==> config.mk <==
export PLATFORM = sky130hd
export DESIGN_NAME = beat_clock_ctrl
export DESIGN_NICKNAME = d
export VERILOG_FILES = /design/src/rtl/beat_clock_ctrl.sv
export SDC_FILE = /design/constraint.sdc
export NUM_CORES = 1
export LEC_CHECK = 0
export ABC_AREA = 0
export CAP_MARGIN = 20
export CORE_MARGIN = 5
export CORE_UTILIZATION = 55
export DETAILED_ROUTE_END_ITERATION = 16
export PLACE_DENSITY_LB_ADDON = 0.1
export SYNTH_ARGS = -nofsm -noshare
export SYNTH_HDL_FRONTEND = slang
export SYNTH_SLANG_ARGS = --single-unit
==> constraint.sdc <==
create_clock -name clk -period 3.7 [get_ports clk]
set_input_delay 0.74 -clock clk [delete_from_list [all_inputs] [get_ports clk]]
set_output_delay 0.74 -clock clk [all_outputs]
set_load 0.1 [all_outputs]
==> src/rtl/beat_clock_ctrl.sv <==
// beat_clock_ctrl: transport controller for the step sequencer.
// Converts the tempo period into beat/measure pulses and tracks the
// STOP/RUN/PAUSE transport state and the step index within a measure.
// Optional feature macro: BEAT_SWING_EN. When it is defined, intervals that
// start at an even step are lengthened by period_lat>>2 cycles.
module beat_clock_ctrl #(
  parameter int STEPS  = 8,
  parameter int STEP_W = 3,
  parameter int CNT_W  = 23
) (
  input  logic              clk,
  input  logic              n_rst,
  input  logic              play_button,
  input  logic              stop_button,
  input  logic [CNT_W-1:0]  tempo,
  output logic              beat_pulse,
  output logic              measure_pulse,
  output logic [STEP_W-1:0] step,
  output logic              playing
);

`ifdef BEAT_SWING_EN
  // Swing terminals can exceed period_lat, so the counter carries one extra bit.
  localparam int CNT_IW = CNT_W + 1;
`else
  localparam int CNT_IW = CNT_W;
`endif

  typedef enum logic [1:0] {
    ST_STOP  = 2'd0,
    ST_RUN   = 2'd1,
    ST_PAUSE = 2'd2
  } state_e;

  state_e              state_q, state_d;
  logic [CNT_IW-1:0]   count_q, count_d;
  logic [CNT_W-1:0]    period_lat_q, period_lat_d;
  logic [STEP_W-1:0]   step_q, step_d;
  logic                beat_pulse_q, beat_pulse_d;
  logic                measure_pulse_q, measure_pulse_d;
  logic                playing_q, playing_d;

  logic [CNT_IW-1:0]   term_s;
  logic                at_term_s;
  logic [STEP_W-1:0]   step_next_s;

`ifdef BEAT_SWING_EN
  // Terminal count for the current interval: even steps get a quarter-period swing.
  always_comb begin
    if (step_q[0] == 1'b0) begin
      term_s = {1'b0, period_lat_q} + ({1'b0, period_lat_q} >> 2);
    end else begin
      term_s = {1'b0, period_lat_q};
    end
  end
`else
  // Terminal count for the current interval: always the latched period.
  always_comb begin
    term_s = period_lat_q;
  end
`endif

  assign at_term_s   = (count_q == term_s);
  assign step_next_s = (step_q == STEP_W'(STEPS - 1)) ? {STEP_W{1'b0}} : (step_q + STEP_W'(1));

  // Next-state logic for the transport FSM, beat counter and step index.
  always_comb begin
    state_d         = state_q;
    count_d         = count_q;
    period_lat_d    = period_lat_q;
    step_d          = step_q;
    beat_pulse_d    = 1'b0;
    measure_pulse_d = 1'b0;
    if (stop_button) begin
      // Stop wins over play; the latched period is kept until the next start.
      state_d = ST_STOP;
      count_d = {CNT_IW{1'b0}};
      step_d  = {STEP_W{1'b0}};
    end else begin
      case (state_q)
        ST_STOP: begin
          if (play_button) begin
            state_d         = ST_RUN;
            count_d         = {CNT_IW{1'b0}};
            step_d          = {STEP_W{1'b0}};
            period_lat_d    = tempo;
            beat_pulse_d    = 1'b1;
            measure_pulse_d = 1'b1;
          end else begin
            count_d = {CNT_IW{1'b0}};
            step_d  = {STEP_W{1'b0}};
          end
        end
        ST_RUN: begin
          if (play_button) begin
            // Pausing freezes count/step, even if this was a terminal cycle.
            state_d = ST_PAUSE;
          end else if (at_term_s) begin
            count_d         = {CNT_IW{1'b0}};
            step_d          = step_next_s;
            period_lat_d    = tempo;
            beat_pulse_d    = 1'b1;
            measure_pulse_d = (step_next_s == {STEP_W{1'b0}});
          end else begin
            count_d = count_q + CNT_IW'(1);
          end
        end
        ST_PAUSE: begin
          if (play_button) begin
            // Resume from the frozen count without re-sampling tempo.
            state_d = ST_RUN;
          end else begin
            state_d = ST_PAUSE;
          end
        end
        default: begin
          state_d = ST_STOP;
          count_d = {CNT_IW{1'b0}};
          step_d  = {STEP_W{1'b0}};
        end
      endcase
    end
    playing_d = (state_d == ST_RUN);
  end

  // State and output registers with synchronous active-low reset.
  always_ff @(posedge clk) begin
    if (!n_rst) begin
      state_q         <= ST_STOP;
      count_q         <= {CNT_IW{1'b0}};
      period_lat_q    <= {CNT_W{1'b0}};
      step_q          <= {STEP_W{1'b0}};
      beat_pulse_q    <= 1'b0;
      measure_pulse_q <= 1'b0;
      playing_q       <= 1'b0;
    end else begin
      state_q         <= state_d;
      count_q         <= count_d;
      period_lat_q    <= period_lat_d;
      step_q          <= step_d;
      beat_pulse_q    <= beat_pulse_d;
      measure_pulse_q <= measure_pulse_d;
      playing_q       <= playing_d;
    end
  end

  assign beat_pulse    = beat_pulse_q;
  assign measure_pulse = measure_pulse_q;
  assign step          = step_q;
  assign playing       = playing_q;

endmodule
# == Yosys cells after proc, flatten, opt, wreduce, memory -nomap -nowiden ==
# Cells that the tools add are included.
# op_classes
n_addsub,2
mul,0
div_mod_pow,0
magnitude_cmp,0
n_eq_ne,8
n_shift,0
mux,23
n_bitwise,3
n_reduce_logical,7
# ops
cell,n
23-bit two-way mux,5
23-bit case mux with 2 select lines,2
"23-bit by 1-bit adder with 23-bit output, second input constant",1
23-bit == test,1
3-bit two-way mux,3
2-bit two-way mux,4
"2-bit inequality test, second input constant",3
2-bit case mux with 3 select lines,1
3-bit case mux with 2 select lines,1
1-bit two-way mux,5
5-bit AND reduction,1
"2-bit by 1-bit == test with 1-bit output, second input constant",2
1-bit case mux with 2 select lines,2
"3-bit by 1-bit adder with 3-bit output, second input constant",1
"3-bit == test, second input constant",1
3-bit zero test,1
1-bit NOT,3
3-bit AND reduction,1
"2-bit == test, second input constant",1
2-bit zero test,1
2-bit AND reduction,1
2-bit nonzero test,1
2-bit OR reduction,1
# word_totals
reg_bits,54
latch_bits,0
mem_bits_rw,0
mem_bits_ro,0
inputBits,27
memories,0

# == Depth between registers and ports, before layout ==
# Gate-level depths: netlist of run 1.
# logic_depth
ltp_word,6
depth_mapped,7
ltp_nobuf,6

# == Worst setup path after synthesis of run 1 ==
# Ideal clock, no wire load.
# synth_timing
path_type,input-to-reg
startpoint,in play_button
endpoint,reg count_q[11]
setup_time_ns,0.125
arrival_ns,1.975
required_ns,3.575
path_slack_ns,1.600
cell_stages,6
cell_sequence,and3b_1 > nor2_1 > inv_1 > o311ai_4 > buf_4 > a21oi_1
# synth_between
elab_chain_cells,2
# synth_rtl
item,line,source
"start, declared",13,"input logic play_button,"
2-bit inequality test (no line),n/a,
2-bit AND reduction (no line),n/a,
"end signal, assigned",130,count_q <= {CNT_IW{1'b0}};
"end signal, assigned",138,count_q <= count_d;
"end, declared",36,"logic [CNT_IW-1:0] count_q, count_d;"
# No other way between the ends.
# A chain may end at the register's enable or synchronous reset.

# == Worst setup path after layout of run 1 ==
# layout_timing
startpoint,"reg step_q[0], in the netlist step[0]"
endpoint,out step[0]
# layout_rtl
item,line,source
"start, declared",38,"logic [STEP_W-1:0] step_q, step_d;"
"start signal, assigned",132,step_q <= {STEP_W{1'b0}};
"start signal, assigned",140,step_q <= step_d;
"end, declared",18,"output logic [STEP_W-1:0] step,"
# No word-level cell between the ends.

==> flow_metrics.py, run 1 <==
metrics = {
    "outcome": {
        "status": "finished clean",
    },
    "route": {
        "vias": 2143,
        "first_pass_iters": 4,
        "wire_per_inst_um": 13.01,
        "drc": 0,
        "viasPerCell": 5.176,
        "antenna_left": 0,
        "drt-initial-drc-count": 165,
        "wl_um": 5386,
    },
    "floorplan": {
        "dieArea_mm2": 0.006670,
        "dieHeight_um": 81.67,
        "coreArea_mm2": 0.005042,
        "die_w_um": 81.67,
        "io_pins": 33,
        "start_util": 0.5603,
        "num_rows": 26,
    },
    "critical_path": {
        "slowest_delay_ps": 1160,
        "critPathCaptureType": "output pin",
        "worstSetupPathType": "reg2out",
        "required_ps": 2960,
        "crit_family": "buffers and inverters",
        "path_buf_inv": 1,
        "critPathArrivalTime_ps": 1880,
        "crit_slowest_cell": "clkdlybuf4s50_1",
        "critPathMaxFanout": 5,
        "startpoint": "step[0]$_SDFFE_PP0P_",
        "worst_r2r_startpoint": "count_q[6]$_SDFFE_PP0P_",
        "start_kind": "flip-flop",
        "crit_chain": "clkdlybuf4s50_1",
    },
    "synthesis": {
        "synth_cells": 316,
        "async_flop_share": 0,
        "yosys_register_bits": 54,
        "yosysSeqAreaShare": 0.3826,
        "syn_avg_cell_area_um2": 8.941,
        "syn_area_mm2": 0.002825,
        "yosysWarnings": 0,
        "synth_ff_type": "dfxtp_1",
        "synth_edf_count": 0,
        "syn-num-nets": 347,
        "synthDistinctLibCells": 45,
    },
    "timing": {
        "slew_viol_final": 0,
        "setup_viol": 0,
        "final-hold-violation-count": 0,
        "worst_pin_slew_ps": 968.2,
        "worst_slew_margin_rel": 0.3525,
        "clock_skew_ps": 8.706,
        "holdWs_ps": 469.8,
        "layout_worst_path_cycle_share": 0.7075,
        "rsz0062_at_grt": "no",
        "setup_tns_ps": 0,
        "period_minus_slack_ps": 2618,
        "fmax_ghz": 0.3820,
    },
    "clock_network": {
        "path_clk_slew_ps": 90,
        "cts_root_buffer": "clkbuf_8",
        "cts_max_path_buffers": 2,
        "numCtsBuffers": 5,
        "cts.sinks": 54,
        "htreeDepth": 2,
        "cts_resized": 0,
        "cts_tree": "built",
        "cts_setup_buffers": 0,
        "clk_latency_ps": 310,
        "ctsHoldBuffers": 0,
    },
    "layout": {
        "drive_gt1_frac": 0.06395,
        "antenna_cells": 0,
        "design_area_mm2": 0.003267,
        "final.fill_count": 434,
        "fin_nets": 374,
        "final_common_cell": "nand2_1",
        "syn_to_final_growth_pct": 15.63,
        "final_cell_mix": "nand2_1, dfxtp_1, nor2_1, clkdlybuf4s50_1, xor2_1",
        "final_util": 0.6479,
    },
    "hold_path": {
        "min_path_type": "reg2reg",
        "holdCritStartpoint": "period_lat_q[16]$_SDFFE_PN0P_",
    },
    "global_route": {
        "grt_first_pass_wirelength_um": 9349,
        "grt_usage": 0.1809,
        "antenna_found_initial": 0,
        "grt_start_max_net_pins": 48,
        "grt_pass1_vias": 2058,
        "grt-ovfl-total": 0,
    },
    "place": {
        "routabilityCongestion": 0.8315,
        "placed_area_mm2": 0.003157,
        "io_buffers": 32,
        "dp_hpwl_um": 4026,
    },
    "power": {
        "peakVddDrop_v": 0.0001996,
        "p_leak_nw": 1.247,
        "p_per_area_mw_per_mm2": 353.7,
    },
    "job": {
        "drv_cap": 0,
    },
}
==> area by class of cell <==
| type | instances | area [um^2] | share of cell area |
|---|---|---|---|
| inverter | 6 | 22.52 | 0.006894 |
| tap | 70 | 87.58 | 0.02681 |
| clock buffer | 8 | 110.1 | 0.03370 |
| timing repair buffer | 36 | 350.3 | 0.1072 |
| sequential | 54 | 1081 | 0.3309 |
| multi-input combinational | 240 | 1615 | 0.4944 |
==> metal layers <==
layer  track usage  up-vias  wire length, um
li1              -     1122                -
met1        0.2281      985             2514
met2        0.3046       29             2598
met3       0.03618        7              185
met4       0.06811        0               88
met5             0        -                0
==> power breakdown <==
part           total, mW  internal, mW  leakage, nW  switching [mW]
Clock              0.370         0.189       0.0575           0.181
Combinational      0.174        0.0740        0.751          0.0996
Sequential         0.612         0.599        0.438          0.0126
Total               1.16         0.862         1.25           0.293
==> final timing paths <==
path                                   end  depth (start not counted)  slack [ps]
min reg2reg  period_lat_q[16]$_SDFFE_PN0P_                          2         470
max                                step[0]                          1        1080
max reg2reg   period_lat_q[2]$_SDFFE_PN0P_                          6        1410
min          period_lat_q[16]$_SDFFE_PN0P_                          2         470
==> worst min-delay path: stages, from the launching register on <==
cell and delay (ps):
dfxtp_1 330, nand2_1 50, mux2i_1 50
==> synthesized netlist by cell type (all sizes together), types with 5 or more instances <==
master | count | area [um^2]
nor2b | 5 | 31.28
inv | 6 | 22.52
a21oi | 5 | 25.02
nor2 | 32 | 120.1
dfxtp | 54 | 1081
o2111ai | 5 | 43.79
xor2 | 28 | 252.8
buf | 6 | 67.56
nand3 | 5 | 25.02
mux2i | 24 | 240.2
nor3 | 10 | 50.05
nor4 | 8 | 105.1
nand4 | 6 | 52.55
xnor2 | 13 | 113.9
nand2 | 62 | 232.7
clkbuf | 10 | 38.78
==> cells by family (layout without fill, tap and decap cells) <==
group,after synthesis,in the layout,synth area share
buffers and inverters,22,50,0.04561
AO/OA/AOI/OAI,25,25,0.07485
adder cells (fa/ha/maj),4,4,0.01772
XOR/XNOR,41,41,0.1298
AND/OR/NAND/NOR,146,146,0.2644
flip-flops,54,54,0.3826
multiplexers,24,24,0.08503
==> per-stage QoR <==
step	setup WS, ps	instances	power [mW]
5_1_grt	997.4	414	1.211
3_3_place_gp	946.6	406	0.7995
4_1_cts	1059	414	1.170
3_5_place_dp	850.7	406	0.8010
6_report	1082	414	1.155
2_1_floorplan	1601	316	0.7492
==> sequential cells by signal, indices dropped and copies added, names as in the netlist <==
register       cells
period_lat_q      23
state_q            2
playing            1
step               3
measure_pulse      1
count_q           23
beat_pulse         1
Note: power is estimated with default switching activity, not from simulation.
==> run 2: changes to the inputs <==
CORE_UTILIZATION = 50   (was 55)
clock period = 2.2 ns   (was 3.7 ns; I/O delays follow)
==> run 2 against run 1 <==
Clock skew grew 3.9 ps. Setup slack got worse by 940 ps. Via count grew 4.1%. Clock power rose by 82%. First-iteration DRC count decreased by 62%. Critical path type is now reg2reg. Largest cell class unchanged. Highest routed layer unchanged.
==> flow_metrics.py, run 2 (synthesized netlist as in run 1, its figures left out) <==
metrics = {
    "outcome": {
        "status": "finished clean",
    },
    "layout": {
        "final_common_cell": "nand2_1",
        "final.fill_count": 496,
        "final_cell_mix": "nand2_1, dfxtp_1, nor2_1",
        "multi_input_area_mm2": 0.001615,
        "antenna_cells": 0,
        "syn_to_final_growth_pct": 21.21,
        "stdcell_count": 434,
        "final_util": 0.6219,
        "fin_nets": 393,
        "drive_gt1_frac": 0.1271,
        "regArea_mm2": 0.001081,
    },
    "timing": {
        "rsz0062_at_grt": "no",
        "final-hold-violation-count": 0,
        "clock_skew_ps": 12.58,
        "fmax_ghz": 0.4866,
        "worst_slack_ps": 144.8,
        "worst_slew_margin_rel": 0.6768,
        "slew_viol_final": 0,
        "setup_viol": 0,
        "period_minus_slack_ps": 2055,
        "worst_pin_slew_ps": 480.7,
        "layout_worst_path_cycle_share": 0.9342,
    },
    "critical_path": {
        "worstSetupPathType": "reg2reg",
        "slowest_delay_ps": 380,
        "crit_chain": "xor2_2 > nor4_4 > nand4_4 > a211oi_4 > buf_4 > mux2i_1",
        "required_ps": 2420,
        "reg2reg_slack_ps": 140,
        "crit_slowest_cell": "a211oi_4",
        "regToRegEndpoint": "period_lat_q[0]$_SDFFE_PN0P_",
        "reg2regPathDepth": 6,
        "start_kind": "flip-flop",
        "worst_r2r_startpoint": "period_lat_q[6]$_SDFFE_PN0P_",
        "startpoint": "period_lat_q[6]$_SDFFE_PN0P_",
        "critPathMaxFanout": 8,
        "critPathCaptureType": "flip-flop",
        "crit_end": "period_lat_q[0]$_SDFFE_PN0P_",
        "critPathArrivalTime_ps": 2280,
    },
    "place": {
        "routabilityCongestion": 0.8484,
        "io_buffers": 32,
        "dp_hpwl_um": 4502,
        "dp.cells": 427,
        "pre_cts_ws_ps": -33.68,
    },
    "route": {
        "highest_layer": "met4",
        "first_pass_iters": 4,
        "vias": 2231,
        "wl_met2_um": 2902,
        "wl_um": 5865,
        "drc": 0,
        "viasPerCell": 5.141,
        "drt-initial-drc-count": 63,
        "met3_length_um": 122,
        "wl_met1_um": 2751,
        "wire_per_inst_um": 13.51,
        "antenna_left": 0,
    },
    "global_route": {
        "grt_pass1_vias": 2215,
        "grt_first_pass_wirelength_um": 9956,
        "antenna_found_initial": 0,
        "grt_start_max_net_pins": 26,
        "grt-ovfl-total": 0,
        "grt_usage": 0.1678,
    },
    "clock_network": {
        "path_clk_slew_ps": 100,
        "clk_latency_ps": 300,
        "cts_max_path_buffers": 2,
        "cts.sinks": 54,
        "ctsHoldBuffers": 0,
        "htreeDepth": 2,
        "numCtsBuffers": 5,
        "cts_setup_buffers": 0,
        "cts_resized": 0,
        "cts_tree": "built",
        "cts_root_buffer": "clkbuf_8",
    },
    "hold_path": {
        "min_path_type": "reg2reg",
    },
    "floorplan": {
        "coreArea_mm2": 0.005507,
        "io_pins": 33,
        "dieArea_mm2": 0.007254,
        "num_rows": 27,
        "start_util": 0.5131,
        "die_w_um": 85.17,
        "dieHeight_um": 85.17,
    },
    "power": {
        "p_leak_nw": 1.363,
        "p_per_area_mw_per_mm2": 595.9,
        "peakVddDrop_v": 0.0004753,
        "totalPowerFinal_mw": 2.041,
    },
    "job": {
        "drv_cap": 0,
    },
}
==> run 2: cell types whose count changed in the layout (fill, tap and decap cells not counted) <==
cell / change
buf_12: +2
buf_4: +23
bufinv_16: +1
clkbuf_8: -2
clkdlybuf4s50_1: -6
==> run 2: metrics by stage <==
step                setup TNS [ps]  hold WS, ps  area [um^2]
floorplan                        0        446.3         2825
global placement            -11.54        456.0         3312
detailed placement          -50.59        466.9         3312
CTS                              0        481.7         3425
global route                     0        490.2         3425
finish                           0        477.0         3425
==> run 2: cell type report <==
| class | count | area share |
|---|---|---|
| Inverter | 6 | 0.006577 |
| Clock inverter | 1 | 0.008769 |
| Tap cell | 72 | 0.02631 |
| Timing Repair Buffer | 55 | 0.1469 |
| Clock buffer | 6 | 0.02411 |
| Multi-Input combinational cell | 240 | 0.4717 |
| Sequential cell | 54 | 0.3157 |
==> run 2: critical path: cells and delay by family (launching register included) <==
family	cells	cell delay [ps]
buffers and inverters	1	260
and+or+nand+nor	2	580
xor gates and xnor gates	1	200
muxes	1	200
DFF	1	350
AOI/OAI and AO/OA	1	380
==> run 2: worst min-delay path by stage <==
stage               slack (ps)                           from  cells past startpoint                       endpoint
floorplan                  450  period_lat_q[14]$_SDFFE_PN0P_                      2  period_lat_q[14]$_SDFFE_PN0P_
global placement           460   period_lat_q[8]$_SDFFE_PN0P_                      2   period_lat_q[8]$_SDFFE_PN0P_
detailed placement         470  period_lat_q[12]$_SDFFE_PN0P_                      2  period_lat_q[12]$_SDFFE_PN0P_
CTS                        480  period_lat_q[12]$_SDFFE_PN0P_                      2  period_lat_q[12]$_SDFFE_PN0P_
global route               490  period_lat_q[15]$_SDFFE_PN0P_                      2  period_lat_q[15]$_SDFFE_PN0P_
finish                     480   period_lat_q[1]$_SDFFE_PN0P_                      2   period_lat_q[1]$_SDFFE_PN0P_
==> run 2: layer usage <==
metal / vias up / track usage
li1: 1162 / -
met1: 1039 / 0.2189
met2: 24 / 0.2832
met3: 6 / 0.02913
met4: 0 / 0.04892
met5: - / 0
==> run 2: power by group <==
part / internal, mW / total, mW / switching, mW
clock network: 0.365 / 0.672 / 0.308
registers: 1.01 / 1.03 / 0.0219
logic: 0.162 / 0.339 / 0.178
==> run 3: changes to the inputs <==
CELL_PAD_IN_SITES_DETAIL_PLACEMENT = 0   (was unset)
CELL_PAD_IN_SITES_GLOBAL_PLACEMENT = 2   (was unset)
CORE_UTILIZATION = 31   (was 50)
SKIP_LAST_GASP = 1   (was unset)
==> run 3 against run 2 <==
Combinational power is 4% higher. Final area up 2.4%. Critical path depth is 1 higher. Clock-buffer cell count increased by 1. Non-clock buffer count rose by 6. Via count is 0.31% lower. First-iteration DRC count rose by 32%. Clock power is 4.9% lower. Largest power group unchanged. Highest routed layer unchanged.
==> flow_metrics.py, run 3 (synthesized netlist as in run 1, its figures left out) <==
metrics = {
    "outcome": {
        "status": "finished clean",
    },
    "layout": {
        "final_cell_mix": "nand2_1, dfxtp_1, buf_4",
        "drive_gt1_frac": 0.1436,
        "syn_to_final_growth_pct": 24.14,
        "antenna_cells": 0,
        "fin_nets": 399,
        "final_common_cell": "nand2_1",
        "final.fill_count": 914,
    },
    "route": {
        "drt-initial-drc-count": 83,
        "wl_um": 6623,
        "first_pass_iters": 5,
        "antenna_left": 0,
        "wire_per_inst_um": 13.88,
        "vias": 2224,
        "drc": 0,
        "viasPerCell": 4.662,
    },
    "global_route": {
        "grt_usage": 0.1223,
        "grt_pass1_vias": 2146,
        "antenna_found_initial": 0,
        "grt-ovfl-total": 0,
        "grt_first_pass_wirelength_um": 10980,
        "grt_start_max_net_pins": 47,
    },
    "timing": {
        "holdWs_ps": 475.4,
        "final-hold-violation-count": 0,
        "setup_tns_ps": 0,
        "layout_worst_path_cycle_share": 0.9325,
        "setup_viol": 0,
        "fmax_ghz": 0.4874,
        "worst_pin_slew_ps": 454.5,
        "period_minus_slack_ps": 2052,
        "slew_viol_final": 0,
        "clock_skew_ps": 9.661,
        "worst_slew_margin_rel": 0.6970,
    },
    "critical_path": {
        "worstSetupPathType": "reg2reg",
        "slowest_delay_ps": 460,
        "worst_r2r_startpoint": "count_q[3]$_SDFFE_PP0P_",
        "reg2regPathDepth": 7,
        "regToRegEndpoint": "count_q[11]$_SDFFE_PP0P_",
        "required_ps": 2400,
        "startpoint": "count_q[3]$_SDFFE_PP0P_",
        "crit_slowest_cell": "dfxtp_1",
        "critPathArrivalTime_ps": 2250,
        "critPathMaxFanout": 23,
        "crit_end": "count_q[11]$_SDFFE_PP0P_",
        "reg2reg_slack_ps": 150,
        "critPathCaptureType": "flip-flop",
        "start_kind": "flip-flop",
        "crit_chain": "xor2_1 > nor4_2 > nand4_4 > buf_4 > o311ai_4 > buf_12 > a21oi_1",
    },
    "clock_network": {
        "cts.sinks": 54,
        "cts_root_buffer": "clkbuf_8",
        "clk_latency_ps": 310,
        "numCtsBuffers": 5,
        "cts_max_path_buffers": 2,
        "htreeDepth": 2,
        "cts_resized": 0,
        "path_clk_slew_ps": 100,
        "cts_tree": "built",
        "ctsHoldBuffers": 0,
    },
    "place": {
        "dp_hpwl_um": 4923,
        "routabilityCongestion": 0.7639,
        "io_buffers": 32,
    },
    "floorplan": {
        "dieHeight_um": 105.5,
        "die_w_um": 105.5,
        "num_rows": 34,
        "io_pins": 33,
        "dieArea_mm2": 0.01112,
        "coreArea_mm2": 0.008806,
        "start_util": 0.3208,
    },
    "power": {
        "p_clk_frac": 0.316,
        "pwr-share-comb": 0.174,
        "p_per_area_mw_per_mm2": 576.7,
        "totalPowerFinal_mw": 2.023,
        "seq_power_share": 0.510,
        "intPower_mw": 1.464,
        "power_switching_uw": 558.4,
        "peakVddDrop_v": 0.0002630,
        "sw_frac_of_total": 0.2761,
        "p_leak_nw": 1.390,
    },
    "job": {
        "drv_cap": 0,
    },
    "hold_path": {
        "min_path_type": "reg2reg",
    },
}
==> run 3: worst max-delay path, delay by kind of cell (launching register included) <==
family	cells	cell delay, ps
and+or+nand+nor	2	610
xor gates and xnor gates	1	120
DFF	1	460
buffers and inverters	2	410
AOI/OAI and AO/OA	2	340
==> run 3: worst min path at each step <==
stage                                          endpoint  slack [ps]  cells past startpoint                     startpoint
after floorplan           period_lat_q[14]$_SDFFE_PN0P_         450                      2  period_lat_q[14]$_SDFFE_PN0P_
after global placement    period_lat_q[13]$_SDFFE_PN0P_         460                      2  period_lat_q[13]$_SDFFE_PN0P_
after detailed placement  period_lat_q[13]$_SDFFE_PN0P_         460                      2  period_lat_q[13]$_SDFFE_PN0P_
after CTS                 period_lat_q[13]$_SDFFE_PN0P_         480                      2  period_lat_q[13]$_SDFFE_PN0P_
after global routing       period_lat_q[9]$_SDFFE_PN0P_         490                      2   period_lat_q[9]$_SDFFE_PN0P_
final                      period_lat_q[9]$_SDFFE_PN0P_         480                      2   period_lat_q[9]$_SDFFE_PN0P_
==> run 3: layout make-up <==
class                      instances  area (um^2)  area share
sequential                        54         1081      0.3082
multi-input combinational        240         1615      0.4606
tap                              108        135.1     0.03853
clock buffer                       7        96.34     0.02747
timing repair buffer              61        548.0      0.1563
clock inverter                     1        8.758    0.002497
inverter                           6        22.52    0.006422
==> run 3: through the flow <==
step	util	std cells	cell area (um^2)	setup slack, ps
global route	0.3983	477	3507	-5.676
CTS	0.3966	475	3492	88.33
global placement	0.3846	467	3387	-14.01
finish	0.3983	477	3507	148.5
floorplan	-	316	2825	240.0
detailed placement	0.3846	467	3387	-47.53
==> run 3: routing by layer <==
layer,track usage,part of all wire
met1,0.1820,0.54
met2,0.1790,0.42
met3,0.02506,0.035
met4,0.03093,0.010
met5,0,0
==> run 3: power by group through the flow <==
stage | sequential, mW | combinational (mW) | clock (mW)
6_report | 1.03 | 0.352 | 0.639
5_1_grt | 1.04 | 0.379 | 0.705
4_1_cts | 1.03 | 0.342 | 0.671
3_5_place_dp | 1.05 | 0.340 | 0
3_3_place_gp | 1.05 | 0.341 | 0
2_1_floorplan | 1.07 | 0.194 | 0
==> run 3: repair_timing <==
action	CTS	global route
endpoints found under the hold margin	0	0
setup endpoints to repair	0	4
setup buffers	0	2
